**config.mk**
```make
export PLATFORM = sky130hd
export DESIGN_NAME = prq_cam_wildcard_flat
export DESIGN_NICKNAME = d
export VERILOG_FILES = /design/src/rtl/prq_cam_wildcard_pkg.sv /design/src/rtl/prq_cam_wildcard_if.sv /design/src/rtl/prq_cam_wildcard_first_match.sv /design/src/rtl/prq_cam_wildcard.sv /design/src/flat_wrapper.sv
export SDC_FILE = /design/constraint.sdc
export NUM_CORES = 2
export LEC_CHECK = 0
export ABC_AREA = 1
export CORE_MARGIN = 2
export CORE_UTILIZATION = 40
export DETAILED_ROUTE_END_ITERATION = 6
export RECOVER_POWER = 25
export SLEW_MARGIN = 5
export SYNTH_ARGS = -nofsm -noshare
export SYNTH_HDL_FRONTEND = slang
export SYNTH_SLANG_ARGS = --single-unit
```
**constraint.sdc**
```tcl
create_clock -name clk -period 9.8 [get_ports clk]
set_clock_uncertainty 0.1 [all_clocks]
set_input_delay 1.96 -clock clk [delete_from_list [all_inputs] [get_ports clk]]
set_output_delay 1.96 -clock clk [all_outputs]
set_load 0.05 [all_outputs]
```
**src/rtl/prq_cam_wildcard_pkg.sv**
```systemverilog
// Shared types for the posted-receive-queue matcher and future queue variants.
package prq_pkg;

  localparam int unsigned RANK_BIT  = 8;
  localparam int unsigned TAG_BIT   = 8;
  localparam int unsigned COMM_BIT  = 2;
  localparam int unsigned PTR_WIDTH = 32;

  // One posted receive at the default field widths.
  typedef struct packed {
    logic [RANK_BIT-1:0]  rank;
    logic [TAG_BIT-1:0]   tag;
    logic [COMM_BIT-1:0]  comm;
    logic                 any_rank;
    logic                 any_tag;
    logic [PTR_WIDTH-1:0] data_ptr;
  } prq_entry_t;

  typedef enum logic [1:0] {
    StIdle,
    StCmp,
    StResp
  } prq_state_e;

endpackage

```
**src/rtl/prq_cam_wildcard_if.sv**
```systemverilog
// Insert/lookup/status bundle between the request path, the network path and the PRQ.
interface prq_cam_wildcard_if
  import prq_pkg::*;
#(
  parameter int unsigned DEPTH     = 16,
  parameter int unsigned RANK_BIT  = prq_pkg::RANK_BIT,
  parameter int unsigned TAG_BIT   = prq_pkg::TAG_BIT,
  parameter int unsigned COMM_BIT  = prq_pkg::COMM_BIT,
  parameter int unsigned PTR_WIDTH = prq_pkg::PTR_WIDTH
) ();

  logic                         insert;
  logic [RANK_BIT-1:0]          ins_rank;
  logic [TAG_BIT-1:0]           ins_tag;
  logic [COMM_BIT-1:0]          ins_comm;
  logic                         ins_any_rank;
  logic                         ins_any_tag;
  logic [PTR_WIDTH-1:0]         ins_data_ptr;
  logic                         insert_drop;

  logic                         find;
  logic [RANK_BIT-1:0]          msg_rank;
  logic [TAG_BIT-1:0]           msg_tag;
  logic [COMM_BIT-1:0]          msg_comm;
  logic                         busy;
  logic                         found;
  logic                         not_found;
  logic [PTR_WIDTH-1:0]         posted_request;

  logic [$clog2(DEPTH+1)-1:0]   count;
  logic                         q_empty;
  logic                         q_full;

  modport master (
    output insert, ins_rank, ins_tag, ins_comm, ins_any_rank, ins_any_tag, ins_data_ptr,
    output find, msg_rank, msg_tag, msg_comm,
    input  insert_drop, busy, found, not_found, posted_request, count, q_empty, q_full
  );

  modport slave (
    input  insert, ins_rank, ins_tag, ins_comm, ins_any_rank, ins_any_tag, ins_data_ptr,
    input  find, msg_rank, msg_tag, msg_comm,
    output insert_drop, busy, found, not_found, posted_request, count, q_empty, q_full
  );

endinterface

```
**src/rtl/prq_cam_wildcard_first_match.sv**
```systemverilog
// Lowest-set-bit priority encoder: index 0 has highest priority.
module prq_first_match
  import prq_pkg::*;
#(
  parameter int unsigned DEPTH = 16
) (
  input  logic [DEPTH-1:0]         req_i,
  output logic                     hit_o,
  output logic [$clog2(DEPTH)-1:0] idx_o
);

  localparam int unsigned IdxW = $clog2(DEPTH);

  // Scan from the top down so the lowest set bit is the last one written.
  always_comb begin
    hit_o = |req_i;
    idx_o = '0;
    for (int i = int'(DEPTH) - 1; i >= 0; i--) begin
      if (req_i[i]) idx_o = IdxW'(i);
    end
  end

endmodule

```
**src/rtl/prq_cam_wildcard.sv**
```systemverilog
// Posted-receive queue with wildcard match; oldest matching entry wins.
module prq_cam_wildcard
  import prq_pkg::*;
#(
  parameter int unsigned DEPTH     = 16,
  parameter int unsigned RANK_BIT  = prq_pkg::RANK_BIT,
  parameter int unsigned TAG_BIT   = prq_pkg::TAG_BIT,
  parameter int unsigned COMM_BIT  = prq_pkg::COMM_BIT,
  parameter int unsigned PTR_WIDTH = prq_pkg::PTR_WIDTH
) (
  input  logic              clk,
  input  logic              rst_n,
  prq_cam_wildcard_if.slave bus
);

  localparam int unsigned CntW = $clog2(DEPTH + 1);
  localparam int unsigned IdxW = $clog2(DEPTH);

  typedef struct packed {
    logic [RANK_BIT-1:0]  rank;
    logic [TAG_BIT-1:0]   tag;
    logic [COMM_BIT-1:0]  comm;
    logic                 any_rank;
    logic                 any_tag;
    logic [PTR_WIDTH-1:0] data_ptr;
  } entry_t;

  entry_t               entry_q [DEPTH];
  entry_t               entry_d [DEPTH];
  entry_t               new_entry;
  logic [CntW-1:0]      count_q, count_d, wr_pos;
  logic                 q_empty_q, q_empty_d, q_full_q, q_full_d;
  logic                 drop_q, drop_d;

  prq_state_e           state_q, state_d;
  logic [RANK_BIT-1:0]  hdr_rank_q, hdr_rank_d;
  logic [TAG_BIT-1:0]   hdr_tag_q, hdr_tag_d;
  logic [COMM_BIT-1:0]  hdr_comm_q, hdr_comm_d;
  logic [DEPTH-1:0]     match_q, match_d, match_now;
  logic                 found_q, found_d, not_found_q, not_found_d;
  logic [PTR_WIDTH-1:0] ptr_q, ptr_d;

  logic                 hit;
  logic [IdxW-1:0]      hit_idx;
  logic                 remove;
  logic                 ins_ok;

  prq_first_match #(
    .DEPTH(DEPTH)
  ) u_first_match (
    .req_i(match_q),
    .hit_o(hit),
    .idx_o(hit_idx)
  );

  // Per-entry comparators against the captured header; communicator is never wildcarded.
  always_comb begin
    match_now = '0;
    for (int i = 0; i < int'(DEPTH); i++) begin
      match_now[i] = (CntW'(i) < count_q) &&
                     (entry_q[i].comm == hdr_comm_q) &&
                     (entry_q[i].any_rank || (entry_q[i].rank == hdr_rank_q)) &&
                     (entry_q[i].any_tag  || (entry_q[i].tag  == hdr_tag_q));
    end
  end

  // Lookup FSM: capture header, register match vector, respond and remove.
  always_comb begin
    state_d     = state_q;
    hdr_rank_d  = hdr_rank_q;
    hdr_tag_d   = hdr_tag_q;
    hdr_comm_d  = hdr_comm_q;
    match_d     = match_q;
    found_d     = 1'b0;
    not_found_d = 1'b0;
    ptr_d       = '0;
    remove      = 1'b0;
    case (state_q)
      StIdle: begin
        if (bus.find) begin
          hdr_rank_d = bus.msg_rank;
          hdr_tag_d  = bus.msg_tag;
          hdr_comm_d = bus.msg_comm;
          state_d    = StCmp;
        end
      end
      StCmp: begin
        match_d = match_now;
        state_d = StResp;
      end
      StResp: begin
        if (hit) begin
          found_d = 1'b1;
          ptr_d   = entry_q[hit_idx].data_ptr;
          remove  = 1'b1;
        end else begin
          not_found_d = 1'b1;
        end
        state_d = StIdle;
      end
      default: state_d = StIdle;
    endcase
  end

  // Entry array: shift down above a removed slot, then append any accepted insert.
  always_comb begin
    new_entry = '{rank: bus.ins_rank, tag: bus.ins_tag, comm: bus.ins_comm,
                  any_rank: bus.ins_any_rank, any_tag: bus.ins_any_tag,
                  data_ptr: bus.ins_data_ptr};
    // A same-edge removal frees a slot, so a full queue can still accept.
    ins_ok = bus.insert && ((count_q != CntW'(DEPTH)) || remove);
    drop_d = bus.insert && !ins_ok;
    wr_pos = remove ? (count_q - CntW'(1)) : count_q;
    for (int i = 0; i < int'(DEPTH); i++) entry_d[i] = entry_q[i];
    if (remove) begin
      for (int i = 0; i < int'(DEPTH) - 1; i++) begin
        if (IdxW'(i) >= hit_idx) entry_d[i] = entry_q[i+1];
      end
    end
    if (ins_ok) begin
      for (int i = 0; i < int'(DEPTH); i++) begin
        if (CntW'(i) == wr_pos) entry_d[i] = new_entry;
      end
    end
    count_d   = count_q + CntW'(ins_ok) - CntW'(remove);
    q_empty_d = (count_d == '0);
    q_full_d  = (count_d == CntW'(DEPTH));
  end

  // State, queue and registered outputs.
  always_ff @(posedge clk or negedge rst_n) begin
    if (!rst_n) begin
      state_q     <= StIdle;
      hdr_rank_q  <= '0;
      hdr_tag_q   <= '0;
      hdr_comm_q  <= '0;
      match_q     <= '0;
      found_q     <= 1'b0;
      not_found_q <= 1'b0;
      ptr_q       <= '0;
      count_q     <= '0;
      q_empty_q   <= 1'b1;
      q_full_q    <= 1'b0;
      drop_q      <= 1'b0;
      for (int i = 0; i < int'(DEPTH); i++) entry_q[i] <= '0;
    end else begin
      state_q     <= state_d;
      hdr_rank_q  <= hdr_rank_d;
      hdr_tag_q   <= hdr_tag_d;
      hdr_comm_q  <= hdr_comm_d;
      match_q     <= match_d;
      found_q     <= found_d;
      not_found_q <= not_found_d;
      ptr_q       <= ptr_d;
      count_q     <= count_d;
      q_empty_q   <= q_empty_d;
      q_full_q    <= q_full_d;
      drop_q      <= drop_d;
      for (int i = 0; i < int'(DEPTH); i++) entry_q[i] <= entry_d[i];
    end
  end

  assign bus.insert_drop    = drop_q;
  assign bus.busy           = (state_q != StIdle);
  assign bus.found          = found_q;
  assign bus.not_found      = not_found_q;
  assign bus.posted_request = ptr_q;
  assign bus.count          = count_q;
  assign bus.q_empty        = q_empty_q;
  assign bus.q_full         = q_full_q;

endmodule

```
**src/flat_wrapper.sv**
```systemverilog
// flat-port wrapper written by rule: the top's interface ports become plain ports
module prq_cam_wildcard_flat import prq_pkg::*;
#(
  parameter int unsigned DEPTH     = 16,
  parameter int unsigned RANK_BIT  = prq_pkg::RANK_BIT,
  parameter int unsigned TAG_BIT   = prq_pkg::TAG_BIT,
  parameter int unsigned COMM_BIT  = prq_pkg::COMM_BIT,
  parameter int unsigned PTR_WIDTH = prq_pkg::PTR_WIDTH
)
  (clk, rst_n, bus_insert, bus_ins_rank, bus_ins_tag, bus_ins_comm, bus_ins_any_rank, bus_ins_any_tag, bus_ins_data_ptr, bus_find, bus_msg_rank, bus_msg_tag, bus_msg_comm, bus_insert_drop, bus_busy, bus_found, bus_not_found, bus_posted_request, bus_count, bus_q_empty, bus_q_full);
  prq_cam_wildcard_if #(.DEPTH(DEPTH), .RANK_BIT(RANK_BIT), .TAG_BIT(TAG_BIT), .COMM_BIT(COMM_BIT), .PTR_WIDTH(PTR_WIDTH)) bus_i ();
  input  logic clk;
  input  logic rst_n;
  input wire logic [$bits(bus_i.insert)-1:0] bus_insert;
  input wire logic [$bits(bus_i.ins_rank)-1:0] bus_ins_rank;
  input wire logic [$bits(bus_i.ins_tag)-1:0] bus_ins_tag;
  input wire logic [$bits(bus_i.ins_comm)-1:0] bus_ins_comm;
  input wire logic [$bits(bus_i.ins_any_rank)-1:0] bus_ins_any_rank;
  input wire logic [$bits(bus_i.ins_any_tag)-1:0] bus_ins_any_tag;
  input wire logic [$bits(bus_i.ins_data_ptr)-1:0] bus_ins_data_ptr;
  input wire logic [$bits(bus_i.find)-1:0] bus_find;
  input wire logic [$bits(bus_i.msg_rank)-1:0] bus_msg_rank;
  input wire logic [$bits(bus_i.msg_tag)-1:0] bus_msg_tag;
  input wire logic [$bits(bus_i.msg_comm)-1:0] bus_msg_comm;
  output wire logic [$bits(bus_i.insert_drop)-1:0] bus_insert_drop;
  output wire logic [$bits(bus_i.busy)-1:0] bus_busy;
  output wire logic [$bits(bus_i.found)-1:0] bus_found;
  output wire logic [$bits(bus_i.not_found)-1:0] bus_not_found;
  output wire logic [$bits(bus_i.posted_request)-1:0] bus_posted_request;
  output wire logic [$bits(bus_i.count)-1:0] bus_count;
  output wire logic [$bits(bus_i.q_empty)-1:0] bus_q_empty;
  output wire logic [$bits(bus_i.q_full)-1:0] bus_q_full;
  assign bus_i.insert = bus_insert;
  assign bus_i.ins_rank = bus_ins_rank;
  assign bus_i.ins_tag = bus_ins_tag;
  assign bus_i.ins_comm = bus_ins_comm;
  assign bus_i.ins_any_rank = bus_ins_any_rank;
  assign bus_i.ins_any_tag = bus_ins_any_tag;
  assign bus_i.ins_data_ptr = bus_ins_data_ptr;
  assign bus_i.find = bus_find;
  assign bus_i.msg_rank = bus_msg_rank;
  assign bus_i.msg_tag = bus_msg_tag;
  assign bus_i.msg_comm = bus_msg_comm;
  assign bus_insert_drop = bus_i.insert_drop;
  assign bus_busy = bus_i.busy;
  assign bus_found = bus_i.found;
  assign bus_not_found = bus_i.not_found;
  assign bus_posted_request = bus_i.posted_request;
  assign bus_count = bus_i.count;
  assign bus_q_empty = bus_i.q_empty;
  assign bus_q_full = bus_i.q_full;
  prq_cam_wildcard #(.DEPTH(DEPTH), .RANK_BIT(RANK_BIT), .TAG_BIT(TAG_BIT), .COMM_BIT(COMM_BIT), .PTR_WIDTH(PTR_WIDTH)) u_core (.clk(clk), .rst_n(rst_n), .bus(bus_i));
endmodule
```
==> run_results.csv <==
group,metric,value,unit
critical_path,start_kind,"flip-flop",
final_layout,utilization,44.61,%
critical_path,critPathTopFamily,"buffers and inverters",
clock_network,post_cts_resized,0,
route,via_per_inst,5.830,
placement,port_buffers,116,
final_layout,regArea,22770,um2
clock_network,hold_buffers,0,
die,ioPinCount,117,
sta,hold_viol,0,
route,drc,3,
final_layout,fill_cells,13180,
grt,grt_max_degree,163,
die,die_y,364.0,um
sta,worst_slew_pin_slew,3988,ps
grt,grt_first_pass_wirelength,323900,um
worst_hold_path,hold_class,"reg -> reg",
route,dr.pass1.iters,7,
synth,synth_edf_count,0,
critical_path,r2r_start,"u_core.match_q[0]",
critical_path,slowest_delay,2110,ps
sta,slew_headroom,-165.9,%
sta,finalSetupViolations,0,
clock_network,cts.path.max_buffers,3,
synth,synth_cell_types,49,
sta,fmax,131.2,MHz
synth,syn_nets,7410,
die,start_util,40.14,%
sta,fin_ws,2178,ps
critical_path,critical_path_class,"reg -> reg",
critical_path,crit_cells,16,
critical_path,critical_path.most_common_cell,"nand2_2",
route,wl_per_cell,24.37,um
placement,place_ws,4021,ps
critical_path,crit_path_end_kind,"flip-flop",
clock_network,cts_sinks,910,
route,drt-initial-drc-count,7392,
critical_path,critPathMaxFanout,53,
critical_path,r2r_setup_slack,2180,ps
die,fp.dieW,364.0,um
final_layout,multi_input_area,24000,um2
clock_network,cts.htree.levels,3,
grt,grt_overflow_total,0,
synth,yosysSeqAreaShare,43.92,%
clock_network,path_clk_slew,60,ps
die,rows,132,
critical_path,critPathSlowestCell,"clkinvlp_2",
clock_network,cts_made_buffers,104,
final_layout,area_delta_synth_final,11.12,%
critical_path,crit_chain,"nor2_1 > nand2_1 > nor2_4 > nand2_2 > nand2_4 > clkinvlp_2 > ha_1 > inv_1 > nor2_1 > nand2_2 > nor2_4 > buf_4 > nand2_2 > buf_4 > o211ai_1 > nand2_1",
sta,final.setup.tns,0,ps
clock_network,cts-root-buf,"clkbuf_16",
sta,fin_crit_sh,77.77,%
critical_path,required,10250,ps
critical_path,critical_path.endpoint,"u_core.entry_q[270]",
power,power_density,458.8,nW/um2
route,num_vias,52300,
grt,antenna_found_initial,7,
synth,synthFlopType,"dfrtp_1",
placement,dpl.hpwl,129000,um
synth,synth-seq-cells,910,
clock_network,cts_setup_buffers,0,
die,core,129200,um2
power,p_leak,27.99,nW
synth,yosysWarnings,0,
clock_network,tritoncts,"built",
power,max-vdd-ir-drop,0.0004233,V
placement,placed_cells,8793,
sta,fin_crit,7622,ps
run,maxCapViolCount,2,
final_layout,drive_gt1_share,5.163,%
route,ant_nets,0,
synth,post_synth.cell_area_avg,7.083,um2
status,violations,"DRC, capacitance limit, slew limit",
critical_path,timing.critical_path.from,"u_core.match_q[0]",
synth,async_flop_share,100.0,%
critical_path,r2r-end,"u_core.entry_q[270]",
synth,syn-cell-area,51850,um2
grt,grt_pass1_vias,48860,
synth,syn_inst,7320,
clock_network,clk_latency,700,ps
final_layout,final_nets,7247,
placement,gp_congestion,0.9319,
die,die_area,132500,um2
critical_path,reg2reg_depth,16,
status,status,"finished, violations left",
grt,grt_usage,32.48,%
sta,rsz0062_at_grt,"no",
power,power,0.02643,W
critical_path,crit_arrival,8080,ps
sta,slew_viol_final,106,
final_layout,instances_no_fill,8971,
route,wl,218700,um
critical_path,cp_num_buf_inv,4,
## worst min path at each step
stage                             from                  to  cells past startpoint
finish              u_core.entry_q[33]  u_core.entry_q[33]                      2
global route        u_core.entry_q[19]  u_core.entry_q[19]                      2
CTS                 u_core.entry_q[33]  u_core.entry_q[33]                      2
detailed placement  u_core.entry_q[33]  u_core.entry_q[33]                      2
global placement     u_core.entry_q[1]   u_core.entry_q[1]                      2
floorplan            u_core.entry_q[0]   u_core.entry_q[0]                      2
## power by group
group          total [W]  switching, W  internal (W)
clock network    0.00390       0.00165       0.00224
registers        0.00706       0.00136       0.00570
logic             0.0155        0.0110       0.00446
## Yosys cell counts (all sizes together) (6+ instances only)
cell type	n	area (um2)
o41ai	16	140.1
nand2	2206	8308
a21oi	95	475.5
xor2	66	596.8
nand3	617	3100
ha	15	187.7
clkbuf	343	1287
o21ai	788	3951
inv	865	3249
a31oi	6	37.54
nor4	17	106.4
dfrtp	909	22750
nand4	62	387.9
nor3	6	41.29
or2	11	68.82
a221oi	12	105.1
o2111ai	12	105.1
o211ai	62	465.5
buf	159	754.5
xnor2	95	832.1
nor2	522	2047
o221ai	16	140.1
o22ai	389	2434
## kinds of logic after synthesis
logic type | after synthesis | share of synthesized area, %
fa+ha+maj | 16 | 0.4006
buf+inv | 1372 | 10.24
mux | 2 | 0.03861
simple gates | 3446 | 27.19
flops | 910 | 43.92
xor+xnor | 161 | 2.756
compound gates | 1413 | 15.45
## flip-flops by register name, summed over array words and instances (netlist names), 2 cells and up
name and flops:
u_core.entry_q 832, u_core.match_q 16, u_core.bus.posted_request 32, u_core.state_q 2, u_core.bus.count 5, u_core.hdr_comm_q 2
u_core.hdr_tag_q 8, u_core.hdr_rank_q 8
## worst min-delay path, stage by stage, from the launching register on
cell     delay [ps]
dfrtp_1         340
nand2_1          50
o21ai_0          60
## stage by stage
stage	cell area [um2]	hold slack (ps)
floorplan	51850	353.0
global placement	54350	368.9
detailed placement	54350	374.1
CTS	57630	388.8
global route	57600	411.9
finish	57610	381.7
## placed cells by master (no fill, tap or decap), types with 15 or more instances in the layout
| master | instances |
|---|---|
| buf_4 | 108 |
| nand2_1 | 2176 |
| dfrtp_1 | 909 |
| clkbuf_1 | 25 |
| clkinv_2 | 24 |
| a21oi_1 | 94 |
| xnor2_1 | 95 |
| o221ai_1 | 16 |
| nor4_1 | 17 |
| nand4_1 | 62 |
| o22ai_1 | 389 |
| clkdlybuf4s50_1 | 114 |
| nor2_1 | 499 |
| o21ai_0 | 638 |
| ha_1 | 15 |
| nand3_1 | 615 |
| clkbuf_16 | 105 |
| nor2_4 | 19 |
| clkbuf_8 | 23 |
| nand2_2 | 17 |
| o211ai_1 | 62 |
| o21ai_1 | 147 |
| inv_2 | 20 |
| xor2_1 | 65 |
| inv_1 | 838 |
| o41ai_1 | 16 |
## final cells by class
cell class	count	share of cell area, %
multi-input combinational	5038	41.66
sequential	910	39.53
inverter	870	5.692
clock buffer	149	5.247
tap	1742	3.783
timing repair buffer	233	3.640
clock inverter	25	0.4344
antenna	4	0.01737
## layer usage
metal,up-vias,GRT usage (%),routed length (um)
li1,23340,-,-
met4,2,16.55,11810
met2,3287,47.18,91310
met5,-,0,11
met1,25010,45.29,89830
met3,664,7.285,25710
No activity file was read; power rests on OpenSTA's default activity.
